**src/rtl/datastream_pattern_analyzer.sv**
```systemverilog
// Datastream input stage: buffers valid/ready words in a FIFO, forwards them in order
// and tags each word that completes a programmable PATTERN_LEN-word sequence.
module datastream_pattern_analyzer #(
  parameter int unsigned DATASIZE    = 8,
  parameter int unsigned FIFO_DEPTH  = 8,
  parameter int unsigned PATTERN_LEN = 3,
  parameter int unsigned COUNT_WIDTH = 16
) (
  input  logic                              clk_i,
  input  logic                              rst_i,
  input  logic [DATASIZE-1:0]               data_i,
  input  logic                              valid_i,
  output logic                              ready_o,
  input  logic [PATTERN_LEN*DATASIZE-1:0]   pattern_i,
  input  logic                              clear_i,
  output logic [DATASIZE-1:0]               data_o,
  output logic                              valid_o,
  input  logic                              ready_i,
  output logic                              match_o,
  output logic [COUNT_WIDTH-1:0]            match_count_o,
  output logic [$clog2(FIFO_DEPTH):0]       fill_o
);

  localparam int unsigned AW  = $clog2(FIFO_DEPTH);
  localparam int unsigned FW  = AW + 1;
  localparam int unsigned HL  = (PATTERN_LEN > 1) ? PATTERN_LEN - 1 : 1;
  localparam int unsigned HCW = $clog2(PATTERN_LEN + 1);
  localparam logic [HCW-1:0]         HFULL   = HCW'(PATTERN_LEN - 1);
  localparam logic [COUNT_WIDTH-1:0] CNT_MAX = '1;

  logic [DATASIZE-1:0]    mem [FIFO_DEPTH];
  logic [AW-1:0]          wr_ptr;
  logic [AW-1:0]          rd_ptr;
  logic [FW-1:0]          fill;
  logic                   push_c;
  logic                   pop_c;
  logic                   match_c;
  logic [DATASIZE-1:0]    head_c;
  logic [DATASIZE-1:0]    hist [HL];
  logic [HCW-1:0]         hcnt;
  logic [HCW-1:0]         hcnt_eff_c;
  logic [DATASIZE-1:0]    win [PATTERN_LEN];
  logic [COUNT_WIDTH-1:0] match_count;

  // Full FIFO never advertises ready, even when a pop would free a slot this cycle.
  assign ready_o       = !rst_i && (fill < FW'(FIFO_DEPTH));
  assign push_c        = valid_i && ready_o;
  assign pop_c         = (fill != '0) && (!valid_o || ready_i);
  assign head_c        = mem[rd_ptr];
  assign fill_o        = fill;
  assign match_count_o = match_count;

  // Comparison window: oldest history word in slot 0, the head word in the last slot.
  for (genvar i = 0; i < int'(PATTERN_LEN); i++) begin : g_win
    if (i < int'(PATTERN_LEN) - 1) begin : g_hist
      assign win[i] = hist[i];
    end else begin : g_head
      assign win[i] = head_c;
    end
  end

  // A clear in the pop cycle evaluates the pop against an empty history.
  always_comb begin
    hcnt_eff_c = clear_i ? '0 : hcnt;
    match_c    = (hcnt_eff_c == HFULL);
    for (int i = 0; i < int'(PATTERN_LEN); i++) begin
      if (win[i] != pattern_i[i*DATASIZE +: DATASIZE]) match_c = 1'b0;
    end
  end

  always_ff @(posedge clk_i) begin
    if (rst_i) begin
      wr_ptr <= '0;
      rd_ptr <= '0;
      fill   <= '0;
    end else begin
      if (push_c) wr_ptr <= wr_ptr + AW'(1);
      if (pop_c)  rd_ptr <= rd_ptr + AW'(1);
      if (push_c && !pop_c)      fill <= fill + FW'(1);
      else if (!push_c && pop_c) fill <= fill - FW'(1);
    end
  end

  always_ff @(posedge clk_i) begin
    if (push_c) mem[wr_ptr] <= data_i;
  end

  // Output register holds its word until the consumer takes it.
  always_ff @(posedge clk_i) begin
    if (rst_i) begin
      data_o  <= '0;
      match_o <= 1'b0;
      valid_o <= 1'b0;
    end else if (pop_c) begin
      data_o  <= head_c;
      match_o <= match_c;
      valid_o <= 1'b1;
    end else if (valid_o && ready_i) begin
      match_o <= 1'b0;
      valid_o <= 1'b0;
    end
  end

  always_ff @(posedge clk_i) begin
    if (rst_i) begin
      hcnt <= '0;
      for (int j = 0; j < int'(HL); j++) hist[j] <= '0;
    end else if (pop_c) begin
      for (int j = 0; j < int'(HL) - 1; j++) hist[j] <= hist[j+1];
      hist[HL-1] <= head_c;
      hcnt       <= (hcnt_eff_c == HFULL) ? hcnt_eff_c : hcnt_eff_c + HCW'(1);
    end else if (clear_i) begin
      hcnt <= '0;
    end
  end

  always_ff @(posedge clk_i) begin
    if (rst_i || clear_i) begin
      match_count <= '0;
    end else if (pop_c && match_c && (match_count != CNT_MAX)) begin
      match_count <= match_count + COUNT_WIDTH'(1);
    end
  end

endmodule
```
**config.mk**
```make
export PLATFORM = sky130hd
export DESIGN_NAME = datastream_pattern_analyzer
export DESIGN_NICKNAME = d
export VERILOG_FILES = /design/src/rtl/datastream_pattern_analyzer.sv
export SDC_FILE = /design/constraint.sdc
export NUM_CORES = 1
export LEC_CHECK = 0
export BUFFER_PORTS_ARGS = -buffer_cell sky130_fd_sc_hd__buf_4
export CAP_MARGIN = 5
export CORE_ASPECT_RATIO = 0.8
export CORE_MARGIN = 1
export CORE_UTILIZATION = 58
export CTS_CLUSTER_DIAMETER = 50
export DETAILED_ROUTE_END_ITERATION = 8
export HOLD_SLACK_MARGIN = 0.08
export PLACE_DENSITY = 0.79
export RECOVER_POWER = 25
export SYNTH_ARGS = -nofsm -noshare
export SYNTH_HDL_FRONTEND = slang
export SYNTH_SLANG_ARGS = --single-unit
```
**constraint.sdc**
```tcl
create_clock -name clk_i -period 3.8 [get_ports clk_i]
set_input_delay 0.38 -clock clk_i [delete_from_list [all_inputs] [get_ports clk_i]]
set_output_delay 0.38 -clock clk_i [all_outputs]
set_load 0.02 [all_outputs]
```
# After elaboration in Yosys (flattened, before gate mapping)
# Memory sizes are Yosys's and may differ from the RTL's. A register that Yosys moved wholly into a read port is not among the register bits.
# Cells that the tools add are included.
[op_classes]
n_addsub = 6
multipliers = 0
div_mod_pow = 0
order_cmp = 1
n_eq_ne = 5
n_shift = 0
muxes = 22
bitwise = 2
reduce_logical = 17
[ops]
columns = ["op", "n"]
rows = [
  ["!= test 8 bit", 3],
  ["adder 16 x 1 -> 16 bit, second input constant", 1],
  ["two-way mux 8 bit", 2],
  ["!= test 16 bit, second input constant", 1],
  ["two-way mux 1 bit", 13],
  ["logical AND 1 bit", 8],
  ["two-way mux 4 bit", 2],
  ["adder 3 x 1 -> 3 bit, second input constant", 2],
  ["two-way mux 2 bit", 3],
  ["two-way mux 3 bit", 2],
  ["adder 4 x 1 -> 4 bit, second input constant", 1],
  ["zero test 1 bit", 4],
  ["< comparator 4 bit, second input constant", 1],
  ["nonzero test 2 bit", 2],
  ["nonzero test 4 bit", 1],
  ["subtractor 4 x 1 -> 4 bit, second input constant", 1],
  ["adder 2 x 1 -> 2 bit, second input constant", 1],
  ["== test 2 bit, second input constant", 1],
  ["logical OR 1 bit", 2],
  ["bitwise OR 1 bit", 2],
]
[word_totals]
regBits = 38
latchBits = 0
mem_bits_rw = 80
mem_bits_ro = 0
n_memories = 2
[mem_list]
columns = ["name", "words", "width", "read_ports", "rd_ports_with_merged_regs", "write_ports", "line_no", "source"]
rows = [
  ["mem", 8, 8, 1, 1, 1, "31", "logic [DATASIZE-1:0] mem [FIFO_DEPTH];"],
  ["hist", 2, 8, 2, 0, 2, "39", "logic [DATASIZE-1:0] hist [HL];"],
]

# Logic depth before layout (Yosys ltp)
[depth]
depth_word = 7
mapped_depth = 12
depth_no_buf = 11

# Worst setup path before layout
# OpenSTA, ideal clock, no wires.
[synth_path]
kind = "flip-flop to flip-flop"
start = "register fill[0] (netlist: fill_o[0])"
end = "register fill[3] (netlist: fill_o[3])"
arrival_time_ns = 2.730
required_ns = 3.730
setup_slack_ns = 1.000
path_stages_with_launch = 13
path_buffers = 1
cell_sequence = "dfxtp_1 -> or4_1 -> and2_1 -> clkbuf_1 -> inv_2 -> ha_1 -> inv_1 -> ha_1 -> a21o_1 -> a21oi_1 -> xnor2_1 -> or3_1 -> a21oi_1"
[synth_between]
elab_chain_cells = 6
word_cells_on_any_way = 14
cone_classes = "2 x add/sub; 1 x order compare; 2 x mux; 9 x reduce/logical"
[synth_lines]
columns = ["item", "line_no", "source"]
rows = [
  ["from (decl)", "34", "logic [FW-1:0] fill;"],
  ["from (signal assigned)", "79", "if (push_c && !pop_c) fill <= fill + FW'(1);"],
  ["from (signal assigned)", "80", "else if (!push_c && pop_c) fill <= fill - FW'(1);"],
  ["< comparator 4 bit", "46", "assign ready_o = !rst_i && (fill < FW'(FIFO_DEPTH));"],
  ["logical AND 1 bit", "46", ""],
  ["logical AND 1 bit", "47", "assign push_c = valid_i && ready_o;"],
  ["zero test 1 bit", "80", ""],
  ["logical AND 1 bit", "80", ""],
  ["nonzero test 2 bit (no source line)", "--", ""],
]
# Parallel ways exist; a longest one is shown, timed or not. The select of a mux whose other input is x is not followed.
# A chain may end at the register's enable or synchronous reset.

==> results.py <==
metrics = {
    "cells_and_area": {
        "drive_gt1_frac": 0.232,
        "mostFrequentLayoutCells": "80 x edfxtp_1, 64 x buf_4, 41 x dfxtp_1",
        "layout.nets": 534,
        "antennaDiodeCount": 0,
        "area_growth_pct": 21.2,
        "final_common_cell": "edfxtp_1",
        "stdcell_count": 613,
        "fin_area_sq_um": 6480,
    },
    "die": {
        "coreArea_sq_um": 8710,
        "die_y_microns": 87.9,
        "fp-row-count": 30,
        "initial_core_util": 0.614,
        "die_w_microns": 109,
        "die_area_sq_um": 9610,
        "io_pins": 68,
    },
    "placed_design": {
        "place.gp.congestion": 0.917,
        "dp_cells": 581,
        "hpwl_mm": 7.91,
        "place_worst_setup_slack_ns": 0.709,
        "io_buffers": 67,
        "dpl_cell_area_sq_um": 5930,
    },
    "worst_setup_path": {
        "r2r_end": "match_count_o[6]$_SDFFE_PP0P_",
        "worst_path_largest_cell_delay_ns": 0.73,
        "crit_path_cell_trace": "mux4_1 > mux2i_1 > xor2_1 > and3_1 > nand4bb_1 > or3_1 > a21oi_1",
        "cpLargestDelayFamily": "simple AND/OR/NAND/NOR gates",
        "worstSetupPathType": "flop to flop",
        "reg2reg_depth": 7,
        "end_kind": "flop",
        "cp_max_fo": 11,
        "r2r_setup_slack_ns": 0.66,
        "crit_buf_inv": 0,
        "crit_required_ns": 4.13,
        "worst_path_max_delay_cell": "dfxtp_1",
        "cp-start-kind": "flop",
        "worstPathArrival_ns": 3.47,
    },
    "sta": {
        "hold_slack_ns": 0.284,
        "rsz0062_at_grt": "no",
        "worst_slack_ns": 0.664,
        "drv_slew": 0,
        "fmax_mhz": 319,
        "skew_ns": 0.00829,
        "setup_viol": 0,
        "tightest_slew_ns": 0.951,
        "fin_crit_ns": 3.14,
        "tns_ns": 0,
        "relSlewSlack": 0.364,
        "hold_viol": 0,
        "final.period_utilization": 0.825,
    },
    "power_and_ir_drop": {
        "pwr-share-clk": 0.353,
        "seq_power_share": 0.401,
        "switching_share": 0.293,
        "p_sw_w": 0.00129,
        "p_leak_nw": 2.44,
        "p_int_w": 0.00311,
        "ir_drop_uv": 659,
        "p_per_area_nw_per_um2": 679,
        "comb_power_share": 0.246,
    },
    "routing": {
        "wl_per_cell_microns": 19.3,
        "ant_nets": 0,
        "vias_per_cell": 5.98,
        "wl_mm": 11.8,
        "drt_first_iter_violations": 313,
        "vias": 3665,
        "drtPass1Iterations": 7,
        "drcViolationCount": 0,
    },
    "synth": {
        "synth_seq_cells": 121,
        "syn_inst": 411,
        "ys.flop_type": "edfxtp_1",
        "ys_types": 50,
        "yosys-top-cells-area": "edfxtp_1 45%, dfxtp_1 15%, mux4_2 5.1%",
        "synth_top_cell_area_share": 0.449,
        "avgSynthCellArea_sq_um": 13.0,
        "syn_area_sq_um": 5350,
        "syn-num-nets": 457,
        "synthArstFlopShare": 0,
        "yosysSeqAreaShare": 0.603,
        "ys_warn_count": 0,
        "yosysTopAreaCell": "edfxtp_1",
        "synth_edf_count": 80,
    },
    "worst_hold_path": {
        "min_path_cells": 3,
        "min_from": "ready_i",
        "hold_end": "valid_o$_SDFFE_PP0P_",
        "hold_path_class": "input pin to flop",
    },
    "cts": {
        "clk_pin_slew_ns": 0.05,
        "post_cts_buffers": 0,
        "cts_buffers": 17,
        "ctsHoldBuffers": 0,
        "cts_tree": "done",
        "htreeDepth": 4,
        "clk-insertion-delay-late_ns": 0.41,
        "clockRootBuffer": "clkbuf_16",
        "post_cts_resized": 0,
        "clockBufferDepth": 2,
        "cts_sinks": 121,
    },
    "global_route": {
        "grt.overflow.total": 0,
        "track_usage": 0.256,
        "antenna_found_initial": 0,
        "grt_pass1_vias": 3444,
        "grt_pass1_wl_mm": 17.6,
        "grt_max_degree": 26,
    },
    "flow_run": {
        "drv_cap": 0,
    },
    "run_status": {
        "run_status": "finished, final reports clean",
    },
}
## worst register-to-register path, cell delays in order, from the launching register on
cell and delay (ns):
dfxtp_1 0.73, mux4_1 0.63, mux2i_1 0.24, xor2_1 0.21, and3_1 0.26, nand4bb_1 0.36, or3_1 0.48, a21oi_1 0.17
## cells in the mapped netlist (all sizes together) (9+ instances only)
master	number
a21o	9
a21oi	16
and2	10
and3	10
dfxtp	41
edfxtp	80
mux2i	14
mux4	13
nand2	27
nand2b	11
nand4	16
nor2	37
o21ai	10
or3	10
xnor2	15
xor2	13
## cell type report
| class | count | area (sq um) |
|---|---|---|
| sequential | 121 | 3220 |
| timing repair buffer | 72 | 510 |
| fill | 564 | 2230 |
| clock inverter | 6 | 60.1 |
| multi-input combinational | 268 | 1990 |
| clock buffer | 26 | 522 |
| inverter | 8 | 30.0 |
| tap | 112 | 140 |
## kinds of logic (layout without fill, tap and decap cells)
logic type      Yosys count  in the layout  synth area share
fa+ha+maj                 9              9            0.0225
buf+inv                  22            112            0.0243
flops                   121            121             0.603
xor+xnor                 28             28            0.0473
mux                      30             30            0.0927
simple gates            149            149             0.146
compound gates           52             52            0.0641
## registers in the layout, summed over array words and instances, names as in the netlist, 2 cells and up, named ones only
register and flops:
data_o 8, fill_o 4, hcnt 2, hist 16, match_count_o 16, mem 64
rd_ptr 3, wr_ptr 3
## power by group through the flow
stage	Combinational [W]	Clock (W)	Sequential, W
floorplan	0.000761	0	0.00180
global placement	0.00104	0	0.00178
detailed placement	0.00107	0	0.00179
CTS	0.00109	0.00156	0.00177
global route	0.00118	0.00162	0.00179
finish	0.00108	0.00155	0.00177
## layer usage
metal | routed length, microns | track usage | vias to the layer above | part of all wire
met2 | 5840 | 0.424 | 172 | 0.49
li1 | - | - | 1692 | -
met4 | 162 | 0.0958 | 0 | 0.014
met5 | 0 | 0 | - | 0
met1 | 4920 | 0.324 | 1784 | 0.42
met3 | 893 | 0.0729 | 17 | 0.076
## worst max path at each step
stage	from	to	slack [ns]	cells after the start
after CTS	flop	match_count_o[15]$_SDFFE_PP0P_	0.69	7
final	flop	match_count_o[6]$_SDFFE_PP0P_	0.66	7
after floorplan	fill_o[0]$_SDFFE_PP0P_	fill_o[3]$_SDFFE_PP0P_	1.0	12
after global routing	flop	match_count_o[9]$_SDFFE_PP0P_	0.47	7
after detailed placement	flop	match_count_o[6]$_SDFFE_PP0P_	0.71	7
after global placement	flop	match_count_o[6]$_SDFFE_PP0P_	0.77	7
## stage by stage
stage | utilization | power (W)
after floorplan | - | 0.00256
after global placement | 0.681 | 0.00281
after global routing | 0.744 | 0.00459
after detailed placement | 0.681 | 0.00286
final | 0.744 | 0.00440
after CTS | 0.747 | 0.00442
Power figures use the tool's default switching activity.
